## config.mk

```make
export PLATFORM = sky130hd
export DESIGN_NAME = switch_nport_core_flat
export DESIGN_NICKNAME = d
export VERILOG_FILES = /design/src/rtl/switch_nport_core_if.sv /design/src/rtl/switch_nport_core.sv /design/src/flat_wrapper.sv
export SDC_FILE = /design/constraint.sdc
export NUM_CORES = 1
export LEC_CHECK = 0
export BUFFER_PORTS_ARGS = -buffer_cell sky130_fd_sc_hd__clkbuf_2
export CAP_MARGIN = 5
export CORE_ASPECT_RATIO = 1.5
export CORE_UTILIZATION = 25
export DETAILED_ROUTE_END_ITERATION = 8
export SLEW_MARGIN = 25
export SYNTH_ARGS = -nofsm -noshare
export SYNTH_HDL_FRONTEND = slang
export SYNTH_SLANG_ARGS = --single-unit
```

## constraint.sdc

```tcl
create_clock -name clk -period 3.6 [get_ports clk]
set_input_delay 0.36 -clock clk [delete_from_list [all_inputs] [get_ports clk]]
set_output_delay 0.36 -clock clk [all_outputs]
set_load 0.03 [all_outputs]
```

## src/rtl/switch_nport_core_if.sv

```systemverilog
// Bundle of the switch core's port-side signals: per-input flit request/accept
// and per-output show-ahead queue heads with a valid/ready drain handshake.
interface switch_nport_core_if #(
    parameter int NUM_PORTS  = 4,
    parameter int DATA_W     = 8,
    parameter int FIFO_DEPTH = 8
);
    localparam int PW = $clog2(NUM_PORTS);
    localparam int LW = $clog2(FIFO_DEPTH) + 1;

    logic [NUM_PORTS-1:0]        in_valid;
    logic [NUM_PORTS*PW-1:0]     in_dest;
    logic [NUM_PORTS*DATA_W-1:0] in_data;
    logic [NUM_PORTS-1:0]        in_ready;
    logic [NUM_PORTS-1:0]        out_valid;
    logic [NUM_PORTS-1:0]        out_ready;
    logic [NUM_PORTS*DATA_W-1:0] out_data;
    logic [NUM_PORTS*PW-1:0]     out_src;
    logic [NUM_PORTS*LW-1:0]     out_level;

    // Port-side agents drive flits in and accept heads out.
    modport master (
        output in_valid, in_dest, in_data, out_ready,
        input  in_ready, out_valid, out_data, out_src, out_level
    );

    // The switch core accepts flits and presents queue heads.
    modport slave (
        input  in_valid, in_dest, in_data, out_ready,
        output in_ready, out_valid, out_data, out_src, out_level
    );
endinterface

```

## src/rtl/switch_nport_core.sv

```systemverilog
// N-port packet switch core. Each output owns a round-robin arbiter over all
// inputs and a show-ahead FIFO of {source, payload} entries. Fullness is taken
// from the registered level, so a full queue refuses a push even while popping.
module switch_nport_core #(
    parameter int NUM_PORTS  = 4,
    parameter int DATA_W     = 8,
    parameter int FIFO_DEPTH = 8
) (
    input  logic               clk,
    input  logic               rst,
    switch_nport_core_if.slave bus
);
    localparam int PW = $clog2(NUM_PORTS);
    localparam int LW = $clog2(FIFO_DEPTH) + 1;
    localparam int AW = LW - 1;
    localparam int EW = PW + DATA_W;

    // Grant matrix, bit [o*NUM_PORTS + i] set when output o grants input i.
    logic [NUM_PORTS*NUM_PORTS-1:0] gnt_flat;
    logic [NUM_PORTS-1:0]           in_ready_d;

    generate
        for (genvar gi = 0; gi < NUM_PORTS; gi++) begin : g_out
            logic [EW-1:0]        mem_q [FIFO_DEPTH];
            logic [AW-1:0]        wr_ptr_q;
            logic [AW-1:0]        rd_ptr_q;
            logic [LW-1:0]        level_q;
            logic [PW-1:0]        rr_q;
            logic [NUM_PORTS-1:0] gnt_d;
            logic [PW-1:0]        gsel_d;
            logic [PW-1:0]        idx_d;
            logic                 found_d;
            logic                 push;
            logic                 pop;
            logic                 valid;
            logic [EW-1:0]        head;

            // Round-robin search from rr_q upward with wrap; grant only when the queue has room.
            always_comb begin
                gnt_d   = '0;
                gsel_d  = '0;
                idx_d   = '0;
                found_d = 1'b0;
                for (int k = 0; k < NUM_PORTS; k++) begin
                    idx_d = rr_q + PW'(k);
                    if (!found_d && bus.in_valid[idx_d] &&
                        bus.in_dest[idx_d*PW +: PW] == PW'(gi)) begin
                        found_d = 1'b1;
                        gsel_d  = idx_d;
                    end
                end
                if (found_d && (level_q < LW'(FIFO_DEPTH)) && !rst) begin
                    gnt_d[gsel_d] = 1'b1;
                end
            end

            assign push  = |gnt_d;
            assign valid = (level_q != '0);
            assign pop   = valid && bus.out_ready[gi];

            // Queue bookkeeping and arbiter pointer; reset discards all queued flits.
            always_ff @(posedge clk) begin
                if (rst) begin
                    wr_ptr_q <= '0;
                    rd_ptr_q <= '0;
                    level_q  <= '0;
                    rr_q     <= '0;
                end else begin
                    if (push) begin
                        wr_ptr_q <= wr_ptr_q + 1'b1;
                        rr_q     <= gsel_d + 1'b1;
                    end
                    if (pop) begin
                        rd_ptr_q <= rd_ptr_q + 1'b1;
                    end
                    if (push && !pop) begin
                        level_q <= level_q + 1'b1;
                    end else if (pop && !push) begin
                        level_q <= level_q - 1'b1;
                    end
                end
            end

            // Entry storage; the source index travels with the payload.
            always_ff @(posedge clk) begin
                if (push) begin
                    mem_q[wr_ptr_q] <= {gsel_d, bus.in_data[gsel_d*DATA_W +: DATA_W]};
                end
            end

            // Show-ahead head, forced to zero while the queue is empty.
            assign head = mem_q[rd_ptr_q];
            assign bus.out_valid[gi]                 = valid;
            assign bus.out_data[gi*DATA_W +: DATA_W] = valid ? head[DATA_W-1:0] : '0;
            assign bus.out_src[gi*PW +: PW]          = valid ? head[EW-1 -: PW] : '0;
            assign bus.out_level[gi*LW +: LW]        = level_q;
            assign gnt_flat[gi*NUM_PORTS +: NUM_PORTS] = gnt_d;
        end
    endgenerate

    // An input is ready when the arbiter of its destination granted it.
    always_comb begin
        in_ready_d = '0;
        for (int o = 0; o < NUM_PORTS; o++) begin
            in_ready_d = in_ready_d | gnt_flat[o*NUM_PORTS +: NUM_PORTS];
        end
    end

    assign bus.in_ready = in_ready_d;
endmodule

```

## src/flat_wrapper.sv

```systemverilog
// flat-port wrapper written by rule: the top's interface ports become plain ports
module switch_nport_core_flat 
#(
    parameter int NUM_PORTS  = 4,
    parameter int DATA_W     = 8,
    parameter int FIFO_DEPTH = 8
)
  (clk, rst, bus_in_valid, bus_in_dest, bus_in_data, bus_out_ready, bus_in_ready, bus_out_valid, bus_out_data, bus_out_src, bus_out_level);
  switch_nport_core_if #(.NUM_PORTS(NUM_PORTS), .DATA_W(DATA_W), .FIFO_DEPTH(FIFO_DEPTH)) bus_i ();
  input  logic clk;
  input  logic rst;
  input wire logic [$bits(bus_i.in_valid)-1:0] bus_in_valid;
  input wire logic [$bits(bus_i.in_dest)-1:0] bus_in_dest;
  input wire logic [$bits(bus_i.in_data)-1:0] bus_in_data;
  input wire logic [$bits(bus_i.out_ready)-1:0] bus_out_ready;
  output wire logic [$bits(bus_i.in_ready)-1:0] bus_in_ready;
  output wire logic [$bits(bus_i.out_valid)-1:0] bus_out_valid;
  output wire logic [$bits(bus_i.out_data)-1:0] bus_out_data;
  output wire logic [$bits(bus_i.out_src)-1:0] bus_out_src;
  output wire logic [$bits(bus_i.out_level)-1:0] bus_out_level;
  assign bus_i.in_valid = bus_in_valid;
  assign bus_i.in_dest = bus_in_dest;
  assign bus_i.in_data = bus_in_data;
  assign bus_i.out_ready = bus_out_ready;
  assign bus_in_ready = bus_i.in_ready;
  assign bus_out_valid = bus_i.out_valid;
  assign bus_out_data = bus_i.out_data;
  assign bus_out_src = bus_i.out_src;
  assign bus_out_level = bus_i.out_level;
  switch_nport_core #(.NUM_PORTS(NUM_PORTS), .DATA_W(DATA_W), .FIFO_DEPTH(FIFO_DEPTH)) u_core (.clk(clk), .rst(rst), .bus(bus_i));
endmodule
```

=== Word-level counts from Yosys, hierarchy flattened ===
Memory sizes are Yosys's and may differ from the RTL's. A register that Yosys moved wholly into a read port is not among the register bits.
Index checks and enable logic that the tools add are counted.

* Memories kept: 4
* RAM bits: 320
* Flip-flop bits (word level): 48
* Logic and storage cells: 312

* Reductions and logical operators: 89
* Equality and inequality tests: 12
* Muxes and demuxes: 108
* Bitwise operators: 3
* Order comparisons: 28
* Add/sub/neg operators: 32
* Shifts and indexed selects: 20

{| class="wikitable"
|+ Memory list
! name !! words !! bits a word !! rd ports !! clocked after memory_dff !! wr ports !! RTL line !! text
|-
| u_core.g_out[0].mem_q || 8 || 10 || 1 || 1 || 1 || switch_nport_core.sv:24 || <nowiki>logic [EW-1:0] mem_q [FIFO_DEPTH];</nowiki>
|-
| u_core.g_out[1].mem_q || 8 || 10 || 1 || 1 || 1 || switch_nport_core.sv:24 ||
|-
| u_core.g_out[2].mem_q || 8 || 10 || 1 || 1 || 1 || switch_nport_core.sv:24 ||
|-
| u_core.g_out[3].mem_q || 8 || 10 || 1 || 1 || 1 || switch_nport_core.sv:24 ||
|}

{| class="wikitable"
|+ Operators by type and width
! kind !! number
|-
| 32-bit by 6-bit variable part select with 8-bit output || 4
|-
| 8-bit by 4-bit variable part select with 2-bit output || 16
|-
| 2-bit by 3-bit less-than comparator with 1-bit output, second input constant || 20
|-
| 1-bit logical AND || 52
|-
| 4-bit two-way mux || 12
|-
| 1-bit two-way mux || 44
|-
| 2-bit two-way mux || 20
|-
| 1-bit binary-select mux with 2-bit select || 16
|-
| 8-bit two-way mux || 4
|-
| 3-bit by 1-bit adder with 3-bit output, second input constant || 8
|-
| 3-bit two-way mux || 8
|-
| 1-bit logical NOT || 21
|-
| 2-bit by 1-bit adder with 2-bit output, second input constant || 8
|-
| 2-bit adder, second input constant || 8
|-
| 4-bit by 1-bit adder with 4-bit output, second input constant || 4
|-
| 2-bit equality test, second input constant || 8
|-
| 4-bit less-than comparator, second input constant || 4
|-
| 4-bit nonzero test || 4
|-
| 4-bit OR reduction || 4
|-
| 4-bit by 1-bit subtractor with 4-bit output, second input constant || 4
|-
| 4-bit bitwise OR || 3
|-
| 1-bit demux with 2-bit select || 4
|-
| 2-bit by 1-bit equality test with 1-bit output, second input constant || 4
|-
| 2-bit by 1-bit >= comparator with 1-bit output, second input constant || 4
|-
| other kinds (2) || 8
|}

=== Logic depth before layout (Yosys ltp) ===
Gate-level depths: netlist of the first run.

* Word-level depth: 26
* Depth in mapped cells: 14
* Mapped depth without buffers: 14

=== Worst setup path before layout of the first run ===
OpenSTA, ideal clock, no wires.

* Kind: in2reg
* Start: input port bus_in_valid[3]
* End: memory u_core.g_out[3].mem_q[2][0] in the netlist's numbering (enable)
* Data required time: 3.193 ns
* Data arrival time: 2.483 ns
* Setup time: 0.407 ns
* Path buffers: 0
* Stages: 5
* Slack: 0.710 ns
* Path through: and3_1 > nor2_1 > a31oi_1 > nand2b_1 > nor4b_1

* Word-level cells in the longest chain between the ends: 24

{| class="wikitable"
|+ RTL lines
! element !! RTL line !! text
|-
| from (decl) || flat_wrapper.sv:12 || <nowiki>input wire logic [$bits(bus_i.in_valid)-1:0] bus_in_valid;</nowiki>
|-
| 1-bit binary-select mux with 2-bit select || switch_nport_core.sv:46 || <nowiki>if (!found_d && bus.in_valid[idx_d] &&</nowiki>
|-
| 1-bit two-way mux (not written as such) || switch_nport_core.sv:46 ||
|-
| 1-bit logical AND || switch_nport_core.sv:46 ||
|-
| 1-bit two-way mux || switch_nport_core.sv:46 ||
|-
| 1-bit logical NOT || switch_nport_core.sv:46 ||
|-
| 1-bit logical AND (2 in a row) || switch_nport_core.sv:46 ||
|-
| 1-bit two-way mux || switch_nport_core.sv:46 ||
|-
| 1-bit logical NOT || switch_nport_core.sv:46 ||
|-
| [... 7 more ...] || - ||
|-
| 2-bit by 3-bit less-than comparator with 1-bit output (not written as such) / 2-bit by 1-bit >= comparator with 1-bit output (equally long branches) || switch_nport_core.sv:53 || <nowiki>gnt_d[gsel_d] = 1'b1;</nowiki>
|-
| 1-bit logical AND (not written as such) || switch_nport_core.sv:53 ||
|-
| 1-bit two-way mux (not written as such) || switch_nport_core.sv:53 ||
|-
| 1-bit demux with 2-bit select || - ||
|-
| 4-bit two-way mux * || switch_nport_core.sv:52 || <nowiki>if (found_d && (level_q < LW'(FIFO_DEPTH)) && !rst) begin</nowiki>
|-
| 4-bit OR reduction * || switch_nport_core.sv:57 || <nowiki>assign push = |gnt_d;</nowiki>
|-
| 1-bit two-way mux * || switch_nport_core.sv:86 || <nowiki>if (push) begin</nowiki>
|-
| 1-bit two-way mux (not written as such) * || switch_nport_core.sv:87 || <nowiki>mem_q[wr_ptr_q] <= {gsel_d, bus.in_data[gsel_d*DATA_W +: DATA_W]};</nowiki>
|-
| to (decl) || switch_nport_core.sv:24 ||
|}

Mark *: on every way between the ends. The rest lies on a longest branch, timed or not. The select of a mux whose other input is x is not followed.

=== Final worst setup path of the first run ===
* Start: register u_core.g_out[1].rr_q[0]
* End: output port bus_in_ready[1]

* Word-level cells in the longest chain between the ends: 24

{| class="wikitable"
|+ RTL lines
! element !! RTL line !! text
|-
| from (decl) || switch_nport_core.sv:28 || <nowiki>logic [PW-1:0] rr_q;</nowiki>
|-
| from (signal assigned) || switch_nport_core.sv:71 || <nowiki>rr_q <= gsel_d + 1'b1;</nowiki>
|-
| 8-bit by 4-bit variable part select with 2-bit output / 1-bit binary-select mux with 2-bit select (equally long branches) || switch_nport_core.sv:47, switch_nport_core.sv:46 ||
|-
| 2-bit by 1-bit equality test with 1-bit output / 1-bit two-way mux (equally long branches) || switch_nport_core.sv:47, switch_nport_core.sv:46 ||
|-
| 1-bit logical AND || switch_nport_core.sv:46 ||
|-
| 1-bit two-way mux || switch_nport_core.sv:46 ||
|-
| 1-bit logical NOT || switch_nport_core.sv:46 ||
|-
| 1-bit logical AND (2 in a row) || switch_nport_core.sv:46 ||
|-
| 1-bit two-way mux || switch_nport_core.sv:46 ||
|-
| 1-bit logical NOT || switch_nport_core.sv:46 ||
|-
| [... 6 more ...] || - ||
|-
| 2-bit two-way mux * || switch_nport_core.sv:46 ||
|-
| named net u_core.g_out[1].gsel_d[1] || switch_nport_core.sv:30 || <nowiki>logic [PW-1:0] gsel_d;</nowiki>
|-
| 2-bit by 3-bit less-than comparator with 1-bit output (not written as such) / 2-bit by 1-bit >= comparator with 1-bit output (equally long branches) || switch_nport_core.sv:53 ||
|-
| 1-bit logical AND (not written as such) || switch_nport_core.sv:53 ||
|-
| 1-bit two-way mux (not written as such) || switch_nport_core.sv:53 ||
|-
| 1-bit demux with 2-bit select * || - ||
|-
| 4-bit two-way mux * || switch_nport_core.sv:52 ||
|-
| 4-bit bitwise OR * (3 in a row) || switch_nport_core.sv:105 || <nowiki>in_ready_d = in_ready_d | gnt_flat[o*NUM_PORTS +: NUM_PORTS];</nowiki>
|-
| to (decl) || flat_wrapper.sv:16 || <nowiki>output wire logic [$bits(bus_i.in_ready)-1:0] bus_in_ready;</nowiki>
|}

Mark *: on every way through the listed nets, which the timed path passes. The rest lies on a longest branch. The select of a mux whose other input is x is not followed.

==> results of run 1 <==
[metrics by stage]
step	hold slack (ns)	utilization (%)	area (µm²)	total power, W	setup slack (ns)
global placement	0.469	28.5	18700	0.0103	0.580
finish	0.123	30.4	20000	0.0141	0.250
global route	0.133	30.4	20000	0.0148	0.00701
CTS	0.101	30.4	20000	0.0143	0.0735
detailed placement	0.480	28.5	18700	0.0104	0.417
floorplan	0.454	-	16600	0.00876	0.710
[cells in the mapped netlist, drive strengths merged (2+ instances only)]
cell      n
xnor2    14
mux2i   109
nor2b     8
o221ai    3
nand4     2
clkbuf   39
nand3    16
nor4      8
a31oi    14
inv      24
o311ai    2
and3b     4
mux4     81
nand3b    6
and2      9
nand2    42
o21bai    2
fa        4
ha       20
or3       5
nor3     19
xor2     17
buf      17
o22ai     5
a311o     2
a21oi    32
nand2b   13
edfxtp  320
dfxtp    60
a21o      5
a211oi   23
o22a      2
mux2      3
nor3b     8
and3      4
o21ai     8
nor2    110
[state kept, by name, summed over array words and instances (netlist names), named ones only]
| name | cells |
|---|---|
| u_core.g_out.rr_q | 8 |
| u_core.g_out.rd_ptr_q | 12 |
| u_core.g_out.level_q | 16 |
| u_core.g_out.wr_ptr_q | 12 |
| u_core.g_out.mem_q | 320 |
[cell families (layout without fill, tap and decap cells)]
family | after synthesis | after routing | share of synthesized area (%)
muxes | 193 | 193 | 17.7
and+or+nand+nor | 257 | 257 | 7.33
xor gates and xnor gates | 31 | 31 | 1.63
other | 0 | 4 | 0
AOI/OAI and AO/OA | 104 | 104 | 4.23
DFF | 380 | 380 | 65.1
adders and majority gates | 24 | 24 | 1.99
buffers and inverters | 81 | 283 | 2.00
[worst reg2reg max path, stage by stage, from the launching register on]
cell	delay [ns]
dfxtp_1	0.50
mux4_2	0.54
and3_1	0.22
a21oi_1	0.17
a22o_1	0.22
buf_4	0.36
mux2i_1	0.16
mux2i_1	0.54
[what timing repair did]
action / 4_1_cts / 5_1_grt
setup endpoints to repair: 2 / 2
pin swaps: 0 / 0
gates resized for setup: 1 / 2
setup buffers: 0 / 0
[worst paths after layout]
| kind | endpoint | cells after the start |
|---|---|---|
| hold / removal | u_core.g_out[0].rd_ptr_q[1] | 3 |
| setup reg to reg | u_core.g_out[1].mem_q[5][1] | 7 |
| hold reg to reg | u_core.g_out[3].rd_ptr_q[1] | 2 |
| setup / recovery | bus_in_ready[1] | 8 |
[report_power, final]
group	total [W]	switching, W	internal (W)
Sequential	0.00559	0.000308	0.00528
Clock	0.00396	0.00165	0.00231
Combinational	0.00455	0.00279	0.00176
Total	0.0141	0.00475	0.00935
[layer usage]
| layer | global-route usage [%] | share of wire, % | up-vias |
|---|---|---|---|
| met5 | 0 | 0.19 | - |
| met4 | 4.84 | 3.1 | 14 |
| met3 | 2.51 | 5.2 | 75 |
| met2 | 23.2 | 53 | 221 |
| met1 | 14.8 | 39 | 5106 |
| li1 | - | - | 4494 |
[area by class of cell]
cell class,count,area [µm²]
Inverter,25,93.8
Tap cell,877,1100
Clock inverter,17,208
Timing Repair Buffer,192,1170
Antenna cell,4,10.0
Sequential cell,380,10800
Fill cell,6524,45600
Clock buffer,49,1020
Multi-Input combinational cell,609,5550
==> metrics list, run 1 <==
- The synthesized design contains 380 register bits.
- Together, buffers and inverters on the worst path number 2.
* Post-synthesis net count: 1144
- In the final layout, the share of cells above drive strength 1 is between 20% and 30%.
- STA classifies the critical path startpoint as a flop.
- LEAKAGE: just under 7 nW
* Via count of the first global-routing pass: approximately 10000
- Entering global routing, the biggest net connects 27 pins.
- The tool flagged a number of max-cap violations equal to 0.
- The share of the Yosys chip area taken by registers is 65.1%.
- In this run the register-to-register setup slack is 0.61 ns.
- Half-perimeter wire length of the detailed placement result: 31100 µm
- Global routing finished with a remaining overflow of 0.
- Tracing the worst setup path back leads to its startpoint at u_core.g_out[1].rr_q[0].
- IR analysis of the VDD net gives a maximum drop of 260 µV.
* Worst min-delay path category: input pin to flop
* Worst path max stage delay: 0.53 ns
* Fmax achieved: about 0.30 GHz
- Area of the die: 67500 µm²
- The run finished with clean final reports.
- Minimum period implied by the final worst setup slack: 3.35 ns
- The top cell type by area accounts for 57.8% of the synthesized area.
- Starting density of the core: between 20% and 30%
* Largest cells by area after synthesis: edfxtp_1 58%, mux4_2 11%, dfxtp_1 7.2%, mux2i_1 6.6%, nor2_1 2.5%
- Worst-path cell chain: mux4_2 > and3_1 > nand3_1 > a21oi_1 > nor3_4 > inv_2 > o2111ai_2 > clkbuf_2
- Core Region: roughly 66000 µm²
- On the final layout, the worst clock skew is 0.0129 ns.
- Final number of hold-violating endpoints: 0
- RSZ-0062 raised after global routing: no
- Including well taps, the total number of placed cells is 2083.
* Die Wd: 212 µm
* Number of buffers added by the clock tree synthesis step: 37
- Area Growth Syn to Fin: 20.2%
* Main synth FF type: edfxtp_1
- Final setup fails: 0
- Input/output buffers: 113
* Source of the worst register-to-register timing path: u_core.g_out[1].rr_q[0]
* Most common library cell in the layout ignoring fill and taps: edfxtp_1
- The worst hold path begins at bus_out_ready[0].
- In this run the deepest clock path goes through 3 buffers.
* Overall routed net length: 43300 µm
- CTS Hold Buffers Added: 0
- The top cell types in the final layout, fill and taps aside, are 320 x edfxtp_1, 113 x clkbuf_2, 110 x nor2_1.
* GR Util All Layers: 12.9%
- Using the TritonRoute via totals, the vias-per-cell ratio works out to between 4 and 5.
- Number of placement rows: 115
- Level count of the clock H-tree: 2
- Final Net Count: 1319
- After clock tree synthesis, the clock-pin slew on the worst setup and hold paths is 0.06 ns.
- Power density of the placed cells: 706 nW/µm²
- Dividing the detail-routed wire length by the instance count gives 20.1 µm.
- The worst pin sits at a relative slew slack of 36.8%.
- Final cell count without fillers: 2153
* Largest area contributor in the synthesized netlist: edfxtp_1
- Critical path capture point type: output port
- Of all flip-flops after synthesis, the portion carrying an async set or reset was 0%.
- The detail route stage leaves a number of antenna-violating nets equal to 0.
* Placer's final routability congestion estimate: 0.808
- The number of antenna violations at the first check in global routing came to 12.
- Clock tree synthesis found a total of 380 sinks.
- In this run the worst path has a maximum fanout of 10.
- STA puts the critical path data required time at 3.24 ns.
* Signal arrival time at the worst endpoint: 2.99 ns
- After synthesis the cells add up to 16600 µm².
- Critical Path Slowest Stage Cell: mux4_2
- Setup Total Neg Slack: 0 ns
* Cell count after synthesis: 1070
* Count of synthesis-stage warnings from yosys: 0
- Clock latency reported for the late side of the worst-skew pair: 0.53 ns
- The final max-slew violation count is 0.
* 1st-iter DRT viols: about 560
- In this run the vertical extent of the chip is 318 µm.
- Portion of the clock cycle consumed by the worst path in the final layout: 93.1%
- Via Count: 9910
- 114 I/O pins were placed.
- Clock Root Buffer: clkbuf_16
- Among cell families on the critical path, the largest total delay comes from simple AND/OR/NAND/NOR gates.
* Synth unique cells: between 50 and 60
* Startpoint-to-endpoint class of the critical path: flop to output port
- Clock tree from TritonCTS: built
- For the pin with the worst max-slew slack, the measured transition is about 0.95 ns.
- Yosys mapped a number of flops with a built-in enable equal to 320.
- The first global-routing pass estimated around 64000 µm of wire.
- The first detailed-routing pass took 4 iterations.
- DRC Markers: 0
- Per-instance average area after synthesis: 15.5 µm²
No activity file was read; power rests on OpenSTA's default activity.
==> run 2, diff against run 1 <==
Settings changed: GPL_TIMING_DRIVEN set to 0.
==> run 2 against run 1 <==
- register-to-register slack got worse by 0.31 ns
- setup slack worse by 0.14 ns
- largest power group unchanged
- largest cell class unchanged
- clock power fell by 13%
- non-clock buffer count rose by 5
==> metrics list, run 2 (synthesis gave the netlist of run 1 again) <==
* Result of the run: complete, no violations (unchanged)
- The total iterations of the first detailed-routing run came to 8 (was 4).
* Input/output buffers: 113 (unchanged)
- Antenna violations before repair: 12 (unchanged)
* 1st-iter DRT viols: 656 (was 564)
- Number of buffers on the longest clock path: 3 (unchanged)
- The final clock period utilization by the worst path came to 96.9% (was 93.1%).
* Most common library cell in the layout ignoring fill and taps: edfxtp_1 (unchanged)
* Starting density of the core: 25.3% (unchanged)
- Cell repeated most along the worst path: buf_4
* Clock-pin slew on the worst setup and hold paths: 0.06 ns (about the same)
- The data required time at the worst endpoint was 3.24 ns (about the same).
- Core Region: 65600 µm² (unchanged)
* Critical Path Slowest Stage Cell: or4_1 (was mux4_2)
- The clock sink total is 380 (unchanged).
* Die Ht: 318 µm (unchanged)
- Part of the total power dissipated in sequential elements: 40.8% (was 39.6%)
- The transition time at the pin with the least slew margin came to 1.05 ns (was 0.946 ns).
* Minimum period implied by the final worst setup slack: 3.49 ns (was 3.35 ns)
* Clock tree from TritonCTS: built (unchanged)
* Maximum VDD drop: 303 µV (was 260 µV)
- The die footprint is 67500 µm² (unchanged).
- The number of levels the H-tree was split into is 2 (unchanged).
* DRC Markers: 0 (unchanged)
- Final Core Density: 30.0% (was 30.4%)
- The number of placement rows came to 115 (unchanged).
- The combined global-route utilization of all metal layers came to 13.3% (was 12.9%).
- The largest fanout on the critical path was 10 (unchanged).
* Worst-path cell chain: clkbuf_4 > mux2i_1 > or4_1 > o22ai_2 > nand2_1 > a22o_1 > buf_4 > o311ai_1 > nand4_1 > buf_4 (was mux4_2 > and3_1 > nand3_1 > a21oi_1 > nor3_4 > inv_2 > o2111ai_2 > clkbuf_2)
* Worst path max stage delay: 0.42 ns (was 0.53 ns)
- RSZ-0062 raised after global routing: no (unchanged).
- Power density of the placed cells: 686 nW/µm² (was 706 nW/µm²)
- The hold buffer count at cts came to 0 (unchanged).
- Highest-count cells in the layout ignoring fill and taps: 320 x edfxtp_1, 119 x clkbuf_2, 108 x mux2i_1 (was 320 x edfxtp_1, 113 x clkbuf_2, 110 x nor2_1)
* Gate family responsible for the most delay along the worst path: simple AND/OR/NAND/NOR gates (unchanged)
* Worst setup skew after layout: 0.0134 ns (was 0.0129 ns)
* Number of buffers added by the clock tree synthesis step: 34 (was 37)
- The category of the most critical setup path is flop to output port (unchanged).
- The via count of the first global-routing pass is 10300 (was 10200).
* Gate power share: 33.7% (was 32.3%)
- The kind of start point of the critical path is a flop (unchanged).
- The pin count of the biggest net entering global routing came to 18 (was 27).
- The aggregate routed wire length came to 44400 µm (was 43300 µm).
- The insertion delay of the later-clocked pin in the worst-skew pair is 0.53 ns (about the same).
- The max-slew headroom at the worst pin came to 29.8% (was 36.8%).
- Final number of hold-violating endpoints: 0 (unchanged)
* Net switching power of the design: 0.00464 W (was 0.00475 W)
- Half-perimeter wire length of the detailed placement result: 33500 µm (was 31100 µm)
- The per-cell routed wire length was 20.6 µm (was 20.1 µm).
* Signal arrival time at the worst endpoint: 3.13 ns (was 2.99 ns)
* Number of max-slew violations in the final report: 0 (unchanged)
- Area Growth Syn to Fin: 18.5% (was 20.2%)
- Final antenna-violating net count: 0 (unchanged)
* First-pass GRT wire length: 66100 µm (was 64500 µm)
* Via Count: 9893 (was 9910)
- Largest registers: u_core.g_out.mem_q: 320 flops, u_core.g_out.level_q: 16 flops (unchanged)
- Hold slack: 0.129 ns (was 0.123 ns)
- The number of flip-flops in the largest register is 320 (unchanged).
- Worst min-delay path category: input pin to flop (unchanged)
- The category of the worst setup path capture point was an output port (unchanged).
* Vias per Instance: 4.59 (was 4.60)
- The horizontal extent of the die came to 212 µm (unchanged).
- Total of max-cap violations: 0 (unchanged)
* GRT overflow: 0 (unchanged)
- The ratio of cells with drive above 1 in the final layout was 25.9% (was 27.4%).
- Clock network fraction of total power: 25.5% (was 28.1%)
- Final Net Count: 1321 (was 1319)
* Placer's final routability congestion estimate: 0.857 (was 0.808)
- Fmax achieved: 0.287 GHz (was 0.298 GHz)
- The number of placed I/O pins was 114 (unchanged).
* Internal power summed over all cells: 0.00888 W (was 0.00935 W)
- The static leakage power was 6.61 nW (was 6.80 nW).
- The number of endpoints failing setup at the final stage is 0 (unchanged).
- The buffer and inverter count on the worst path is 3 (was 2).
* Most flops, register: u_core.g_out.mem_q (unchanged)
* Clock Root Buffer: clkbuf_16 (unchanged)
* Net switching share of the total power: 34.3% (was 33.7%)
[run 2: changes by cell type in the layout (fill, tap and decap cells not counted), moves of 6 or more]
cell      previous run  this run
nor2_2               0        10
clkbuf_1             9        42
buf_4               78        23
nor3_1              18         4
nor2_1             110       100
buf_2                0        12
clkbuf_2           113       119
buf_1                0         7
nor3_2               0        15
[run 2: metal layers]
metal | global-route usage (%) | vias to the layer above | wire length [µm]
met4 | 6.06 | 14 | 1750
li1 | - | 4502 | -
met2 | 23.9 | 245 | 23400
met5 | 0 | - | 83
met3 | 2.83 | 84 | 2500
met1 | 14.7 | 5048 | 16600
[run 2: worst paths after layout]
path	start	to	slack [ns]	depth (start not counted)
worst max-delay path	u_core.g_out[1].rr_q[1]	bus_in_ready[2]	0.11	10
worst min-delay path	bus_out_ready[0]	u_core.g_out[0].rd_ptr_q[1]	0.13	3
worst max register to register	u_core.g_out[2].level_q[3]	u_core.g_out[2].level_q[3]	0.30	12
worst min register to register	u_core.g_out[3].rd_ptr_q[1]	u_core.g_out[3].rd_ptr_q[1]	0.50	2
[run 2: power by group through the flow]
stage / clock network, W / logic (W) / registers [W]
floorplan: 0 / 0.00313 / 0.00563
global placement: 0 / 0.00452 / 0.00558
detailed placement: 0 / 0.00463 / 0.00561
CTS: 0.00351 / 0.00464 / 0.00552
global route: 0.00367 / 0.00495 / 0.00555
finish: 0.00345 / 0.00455 / 0.00552
[run 2: cell type report]
class / count / area (µm²)
Tap cell: 877 / 1100
Fill cell: 6564 / 45900
Sequential cell: 380 / 10800
Clock inverter: 12 / 88.8
Timing Repair Buffer: 142 / 778
Multi-Input combinational cell: 609 / 5620
Inverter: 25 / 93.8
Buffer: 55 / 253
Antenna cell: 5 / 12.5
Clock buffer: 48 / 935
[run 2: tightest hold or removal path, cell delays in order]
cell      delay (ns)
clkbuf_2        0.10
nand3_1         0.06
a21oi_1         0.07
[run 2: stage by stage]
| step | worst slack, ns | TNS (ns) | power, W | area [µm²] | instances |
|---|---|---|---|---|---|
| after detailed placement | -0.146 | -1.61 | 0.0102 | 18600 | 2087 |
| after CTS | 0.00610 | 0 | 0.0137 | 19600 | 2146 |
| after global routing | 0.0183 | 0 | 0.0142 | 19700 | 2153 |
| after global placement | -0.858 | -67.27 | 0.0101 | 18300 | 2060 |
| final | 0.110 | 0 | 0.0135 | 19700 | 2153 |
| after floorplan | 0.710 | 0 | 0.00876 | 16600 | 1070 |
[run 2: timing repair]
action                                  CTS  global route
gates resized for setup                   3            12
pin swaps                                 0             1
buffers inserted                          0             2
endpoints found under the setup margin    2            19
